<file path="config.mk">
export PLATFORM = sky130hd
export DESIGN_NAME = mainfsm_hs
export DESIGN_NICKNAME = d
export VERILOG_FILES = /design/src/rtl/mainfsm_pkg.sv /design/src/rtl/mainfsm_hs_mem_wait_timer.sv /design/src/rtl/mainfsm_hs.sv
export SDC_FILE = /design/constraint.sdc
export NUM_CORES = 1
export LEC_CHECK = 0
export CORE_MARGIN = 5
export CORE_UTILIZATION = 43
export DETAILED_ROUTE_END_ITERATION = 8
export MAX_ROUTING_LAYER = met4
export PLACE_DENSITY = 0.79
export SYNTH_ARGS = -nofsm -noshare
export SYNTH_HDL_FRONTEND = slang
export SYNTH_SLANG_ARGS = --single-unit
</file>
<file path="constraint.sdc">
create_clock -name clk -period 2.5 [get_ports clk]
set_input_delay 0.375 -clock clk [delete_from_list [all_inputs] [get_ports clk]]
set_output_delay 0.375 -clock clk [all_outputs]
set_load 0.03 [all_outputs]
</file>
<file path="src/rtl/mainfsm_pkg.sv">
// Shared types and encodings for the multicycle main control FSM.
package mainfsm_pkg;

  typedef enum logic [3:0] {
    S_FETCH    = 4'd0,
    S_DECODE   = 4'd1,
    S_MEMADR   = 4'd2,
    S_MEMREAD  = 4'd3,
    S_MEMWB    = 4'd4,
    S_MEMWRITE = 4'd5,
    S_EXECUTER = 4'd6,
    S_EXECUTEI = 4'd7,
    S_EXECUTEM = 4'd8,
    S_ALUWB    = 4'd9,
    S_BRANCH   = 4'd10,
    S_FAULT    = 4'd11
  } state_t;

  localparam logic [1:0] FAULT_NONE    = 2'b00;
  localparam logic [1:0] FAULT_TIMEOUT = 2'b01;
  localparam logic [1:0] FAULT_ILLOP   = 2'b10;

  localparam logic [1:0] OP_DP  = 2'b00;
  localparam logic [1:0] OP_MEM = 2'b01;
  localparam logic [1:0] OP_BR  = 2'b10;

  localparam logic [1:0] SRCA_REG  = 2'b00;
  localparam logic [1:0] SRCA_PC   = 2'b01;
  localparam logic [1:0] SRCB_REG  = 2'b00;
  localparam logic [1:0] SRCB_IMM  = 2'b01;
  localparam logic [1:0] SRCB_FOUR = 2'b10;
  localparam logic [1:0] RES_ALUOUT = 2'b00;
  localparam logic [1:0] RES_DATA   = 2'b01;
  localparam logic [1:0] RES_ALU    = 2'b10;

  // States that hold an outstanding memory request
  function automatic logic is_mem_state(input state_t s);
    return (s == S_FETCH) || (s == S_MEMREAD) || (s == S_MEMWRITE);
  endfunction

endpackage

</file>
<file path="src/rtl/mainfsm_hs_mem_wait_timer.sv">
// Wait-state counter for memory handshakes; flags a timeout when the
// request has been pending MEM_TIMEOUT cycles without MemReady.
// MEM_TIMEOUT = 0 disables the timeout (wait forever).
module mem_wait_timer #(
  parameter int MEM_TIMEOUT = 15
) (
  input  logic clk,
  input  logic reset,
  input  logic clear,
  input  logic enable,
  output logic timeout
);

  localparam int CW = (MEM_TIMEOUT > 0) ? $clog2(MEM_TIMEOUT + 1) : 1;
  localparam logic [CW-1:0] LIMIT = CW'(MEM_TIMEOUT);

  logic [CW-1:0] count;

  // Count waiting cycles; a state change restarts the count
  always_ff @(posedge clk) begin
    if (reset || clear) count <= '0;
    else if (enable)    count <= count + CW'(1);
  end

  // enable already implies MemReady is low, so a same-cycle ready wins
  assign timeout = (MEM_TIMEOUT != 0) && enable && (count == LIMIT);

endmodule

</file>
<file path="src/rtl/mainfsm_hs.sv">
// Main control FSM with memory request/ready handshake, bounded wait
// timeout and sticky fault reporting. Optional multiply execute state
// is built only when the macro MUL_EN is defined.
module mainfsm_hs
  import mainfsm_pkg::*;
#(
  parameter int MEM_TIMEOUT = 15,
  parameter int MUL_CYCLES  = 2
) (
  input  logic       clk,
  input  logic       reset,
  input  logic [1:0] Op,
  input  logic [5:0] Funct,
  input  logic       IsMul,
  input  logic       MemReady,
  output logic       MemReq,
  output logic       IRWrite,
  output logic       AdrSrc,
  output logic [1:0] ALUSrcA,
  output logic [1:0] ALUSrcB,
  output logic [1:0] ResultSrc,
  output logic       NextPC,
  output logic       RegW,
  output logic       MemW,
  output logic       Branch,
  output logic       ALUOp,
  output logic       MulStart,
  output logic [1:0] Fault,
  output logic [3:0] State
);

  state_t     state, state_next;
  logic [1:0] fault_q, fault_code;
  logic       wait_en, wait_clr, timeout;

  assign wait_en  = is_mem_state(state) && !MemReady;
  assign wait_clr = (state_next != state);

  mem_wait_timer #(.MEM_TIMEOUT(MEM_TIMEOUT)) u_timer (
    .clk     (clk),
    .reset   (reset),
    .clear   (wait_clr),
    .enable  (wait_en),
    .timeout (timeout)
  );

`ifdef MUL_EN
  logic [3:0] mul_cnt;
  logic       mul_done;
  logic       unused_funct;
  assign unused_funct = ^Funct[4:1];
  assign mul_done = (mul_cnt == 4'(MUL_CYCLES - 1));

  // Cycles spent in EXECUTEM; zero on the first cycle of each visit
  always_ff @(posedge clk) begin
    if (reset)                     mul_cnt <= '0;
    else if (state == S_EXECUTEM)  mul_cnt <= mul_cnt + 4'd1;
    else                           mul_cnt <= '0;
  end
`else
  logic unused_in;
  assign unused_in = IsMul ^ (^Funct[4:1]);
`endif

  // State register
  always_ff @(posedge clk) begin
    if (reset) state <= S_FETCH;
    else       state <= state_next;
  end

  // Sticky fault code captured on the transition into FAULT
  always_ff @(posedge clk) begin
    if (reset)                                       fault_q <= FAULT_NONE;
    else if (state != S_FAULT && state_next == S_FAULT) fault_q <= fault_code;
  end

  // Next-state logic and fault cause
  always_comb begin
    state_next = state;
    fault_code = FAULT_NONE;
    case (state)
      S_FETCH: begin
        if (MemReady)     state_next = S_DECODE;
        else if (timeout) begin state_next = S_FAULT; fault_code = FAULT_TIMEOUT; end
      end
      S_DECODE: begin
        case (Op)
          OP_DP: begin
`ifdef MUL_EN
            if (IsMul)          state_next = S_EXECUTEM;
            else if (Funct[5])  state_next = S_EXECUTEI;
            else                state_next = S_EXECUTER;
`else
            state_next = Funct[5] ? S_EXECUTEI : S_EXECUTER;
`endif
          end
          OP_MEM:  state_next = S_MEMADR;
          OP_BR:   state_next = S_BRANCH;
          default: begin state_next = S_FAULT; fault_code = FAULT_ILLOP; end
        endcase
      end
      S_MEMADR: state_next = Funct[0] ? S_MEMREAD : S_MEMWRITE;
      S_MEMREAD: begin
        if (MemReady)     state_next = S_MEMWB;
        else if (timeout) begin state_next = S_FAULT; fault_code = FAULT_TIMEOUT; end
      end
      S_MEMWRITE: begin
        if (MemReady)     state_next = S_FETCH;
        else if (timeout) begin state_next = S_FAULT; fault_code = FAULT_TIMEOUT; end
      end
      S_MEMWB, S_ALUWB, S_BRANCH: state_next = S_FETCH;
      S_EXECUTER, S_EXECUTEI:     state_next = S_ALUWB;
`ifdef MUL_EN
      S_EXECUTEM: if (mul_done) state_next = S_ALUWB;
`endif
      S_FAULT: state_next = S_FAULT;
      default: state_next = S_FETCH;
    endcase
  end

  // Control decode from the current state and MemReady
  always_comb begin
    MemReq    = 1'b0;
    IRWrite   = 1'b0;
    AdrSrc    = 1'b0;
    ALUSrcA   = SRCA_REG;
    ALUSrcB   = SRCB_REG;
    ResultSrc = RES_ALUOUT;
    NextPC    = 1'b0;
    RegW      = 1'b0;
    MemW      = 1'b0;
    Branch    = 1'b0;
    ALUOp     = 1'b0;
    MulStart  = 1'b0;
    case (state)
      S_FETCH: begin
        ResultSrc = RES_ALU; ALUSrcA = SRCA_PC; ALUSrcB = SRCB_FOUR; MemReq = 1'b1;
        IRWrite = MemReady; NextPC = MemReady;
      end
      S_DECODE:   begin ResultSrc = RES_ALU; ALUSrcA = SRCA_PC; ALUSrcB = SRCB_FOUR; end
      S_EXECUTER: ALUOp = 1'b1;
      S_EXECUTEI: begin ALUSrcB = SRCB_IMM; ALUOp = 1'b1; end
`ifdef MUL_EN
      S_EXECUTEM: begin ALUOp = 1'b1; MulStart = (mul_cnt == 4'd0); end
`endif
      S_ALUWB:    RegW = 1'b1;
      S_MEMADR:   ALUSrcB = SRCB_IMM;
      S_MEMREAD:  begin AdrSrc = 1'b1; ALUSrcB = SRCB_IMM; MemReq = 1'b1; end
      S_MEMWRITE: begin AdrSrc = 1'b1; MemW = 1'b1; ALUSrcB = SRCB_IMM; MemReq = 1'b1; end
      S_MEMWB:    begin AdrSrc = 1'b1; RegW = 1'b1; ResultSrc = RES_DATA; ALUSrcB = SRCB_IMM; end
      S_BRANCH:   begin Branch = 1'b1; ResultSrc = RES_ALU; ALUSrcB = SRCB_IMM; end
      default: ;
    endcase
  end

  assign Fault = fault_q;
  assign State = state;

endmodule

</file>
==> flow_summary.yaml <==
synth:
  synth_area_um2: 858
  synthArstFlopShare_pct: 0
  ys.flop_type: "dfxtp_1"
  synth_cell_types: 46
  seq_area_frac_synth_pct: 23.3
  ys_seq_elements: 10
  syn_area_per_cell_um2: 7.53
  netlist_instances: 114
  synth_edf_count: 0
  ys.warnings.count: 0
worst_setup_path:
  r2r_start: "State[1]$_SDFF_PP0_"
  worstPathCellList: "buf_4 > nor2_1 > a22o_4 > clkdlybuf4s50_1"
  cp-start-kind: "register"
  cpPeakStageDelay_ns: 0.59
  crit_fanout: 21
  startpoint: "State[1]$_SDFF_PP0_"
  worstRegToRegCells: 6
  crit_slowest_cell: "clkdlybuf4s50_1"
  rrSetupSlack_ns: 0.36
  worstPathArrival_ns: 1.97
  crit_type: "register to output port"
  endpoint: "MemReq"
  r2r_end: "u_timer.count[2]$_SDFFE_PP0P_"
  cp.required_ns: 2.12
  crit_path_end_kind: "output port"
power:
  p_switching_mw: 0.893
  combPwrFrac_pct: 75.8
  clock_power_share_pct: 9.1
  vdd_drop_max_uv: 695
  swShare_pct: 51.4
  power_leakage_nw: 0.427
  power_mw: 1.74
  intPower_mw: 0.846
  p_seq_share_pct: 15.1
  p_per_area_nw_per_um2: 1480
placement:
  dpl.cell_count: 163
  numPortBuffers: 25
  dp_worst_setup_slack_ns: 0.136
  place_congestion: 0.865
  dp_hpwl_um: 1810
cts:
  clkTransAtPathRegs_ns: 0.08
  clk_latency_ns: 0.28
  htreeDepth: 1
  cts_hold_buf: 0
  clockBufferDepth: 2
  cts_tree: "yes"
  cts.sinks: 10
  cts_root_buffer: "clkbuf_4"
  cts_buffers: 3
die:
  start_util_pct: 44.7
  coreArea_um2: 1920
  fp.dieW_um: 54.7
  design.die.area_um2: 2990
  placement_rows: 16
  io_pins: 33
  die_h_um: 54.7
worst_hold_path:
  hp-class: "register to register"
grt:
  track_usage_pct: 18.8
  grt_max_degree: 22
  grt_pass1_wl_um: 3880
  antenna_found_initial: 0
  grt_pass1_vias: 878
  grt_remaining_overflow: 0
timing:
  max_freq_ghz: 0.427
  worst_slack_ns: 0.156
  drv_slew: 0
  finalCritPeriodShare_pct: 93.8
  hold_violations: 0
  clock_skew_ns: 0.00953
  rsz0062_at_grt: "false"
  setup_tns_ns: 0
  min_period_ns: 2.34
  whs_ns: 0.476
  setup_viol: 0
finish:
  nFillCells: 183
  fin_nets: 154
  ff_latch_area_um2: 203
  n_antenna_cell: 0
  drive_gt1_share_pct: 14.3
  syn_to_final_growth_pct: 36.7
  multi_input_area_um2: 587
  instances_no_fill: 167
routing:
  avgRoutedWirePerCell_um: 14.4
  routed_via_density: 5.63
  wirelength_um: 2400
  via_count: 941
  postRouteAntennaNets: 0
  dr.pass1.iters: 4
  drc: 0
  drtIter0Drc: 22
status:
  status: "finished, final reports clean"
run:
  maxCapViolCount: 0
-- state kept, by name, indices dropped and copies added (netlist names) --
| signal | cells |
|---|---|
| u_timer.count | 4 |
| Fault | 2 |
| State | 4 |
-- what timing repair did --
action	4_1_cts	5_1_grt
hold endpoints to repair	0	0
endpoints found under the setup margin	0	6
buffers inserted	0	0
resized for setup	0	2
-- kinds of logic (layout without fill, tap and decap cells) --
group | after synthesis | after routing | share of synthesized area, %
compound gates | 25 | 25 | 22.4
other cells | 1 | 2 | 0.437
mux | 2 | 2 | 3.79
fa+ha+maj | 1 | 1 | 1.46
flops | 10 | 10 | 23.3
xor+xnor | 5 | 5 | 5.10
buf+inv | 14 | 39 | 8.74
simple gates | 56 | 56 | 34.7
-- worst min path at each step --
| stage | start | end | cells past startpoint |
|---|---|---|---|
| finish | Fault[1]$_SDFFE_PP0P_ | Fault[1]$_SDFFE_PP0P_ | 1 |
| CTS | Fault[1]$_SDFFE_PP0P_ | Fault[1]$_SDFFE_PP0P_ | 1 |
| detailed placement | Fault[1]$_SDFFE_PP0P_ | Fault[1]$_SDFFE_PP0P_ | 1 |
| global placement | Fault[1]$_SDFFE_PP0P_ | Fault[1]$_SDFFE_PP0P_ | 1 |
| floorplan | reset | State[2]$_SDFF_PP0_ | 1 |
| global route | Fault[1]$_SDFFE_PP0P_ | Fault[1]$_SDFFE_PP0P_ | 1 |
-- synth_stat cells (2+ instances only) --
cell type / n / area, um^2
a21oi_1: 7 / 35.0
a31oi_1: 2 / 12.5
and3_1: 3 / 18.8
buf_2: 3 / 15.0
buf_4: 3 / 22.5
clkbuf_1: 3 / 11.3
dfxtp_1: 10 / 200
inv_1: 3 / 11.3
nand2_1: 8 / 30.0
nand2b_1: 3 / 18.8
nand3_1: 3 / 15.0
nor2_1: 16 / 60.1
nor2b_1: 2 / 12.5
nor3_1: 7 / 35.0
nor4_1: 5 / 31.3
o21ai_0: 3 / 15.0
xnor2_1: 4 / 35.0
-- placed cells by master, fill, tap and decap left out, drive strengths merged, types with 2 or more instances in the layout --
| cell | Yosys | routed |
|---|---|---|
| clkdlybuf4s50 | 0 | 25 |
| nor2 | 16 | 16 |
| dfxtp | 10 | 10 |
| nand2 | 8 | 8 |
| nor3 | 7 | 7 |
| a21oi | 7 | 7 |
| buf | 8 | 7 |
| nor4 | 5 | 5 |
| xnor2 | 4 | 4 |
| clkbuf | 3 | 4 |
| inv | 3 | 3 |
| nand2b | 3 | 3 |
| and3 | 3 | 3 |
| o21ai | 3 | 3 |
| nand3 | 3 | 3 |
| a31oi | 2 | 2 |
| nor2b | 2 | 2 |
| conb | 1 | 2 |
| a22oi | 2 | 2 |
| mux2i | 2 | 2 |
-- power groups by stage --
stage,clock [mW],sequential [mW],combinational [mW]
after floorplan,0,0.288,0.880
after detailed placement,0,0.264,1.31
after CTS,0.159,0.260,1.32
final,0.158,0.263,1.32
after global placement,0,0.260,1.29
after global routing,0.166,0.271,1.40
-- worst max-delay path: cells and delay by family, from the launching register on --
family | cells | cell delay (ns)
buffers and inverters | 2 | 0.87
and+or+nand+nor | 1 | 0.11
DFF | 1 | 0.46
AOI/OAI and AO/OA | 1 | 0.25
-- layout make-up --
cell class	instances	share of cell area, %
clock buffer	4	3.09
inverter	3	0.959
multi-input combinational	91	50.0
sequential	10	17.3
tap	27	2.88
timing repair buffer	32	25.8
-- layer usage --
layer  global-route usage [%]  vias up  routed length (um)
met2                     30.7       31                1170
li1                         -      456                   -
met5                        -        -                   0
met1                     21.7      450                1050
met3                     3.27        4                 131
met4                     9.96        0                  48
-- metrics by stage --
| step | utilization [%] | area, um^2 |
|---|---|---|
| after global placement | 59.0 | 1130 |
| after floorplan | - | 862 |
| after global routing | 61.1 | 1170 |
| after detailed placement | 59.0 | 1130 |
| final | 61.1 | 1170 |
| after CTS | 60.9 | 1170 |
(Power assumes the default switching activity.)
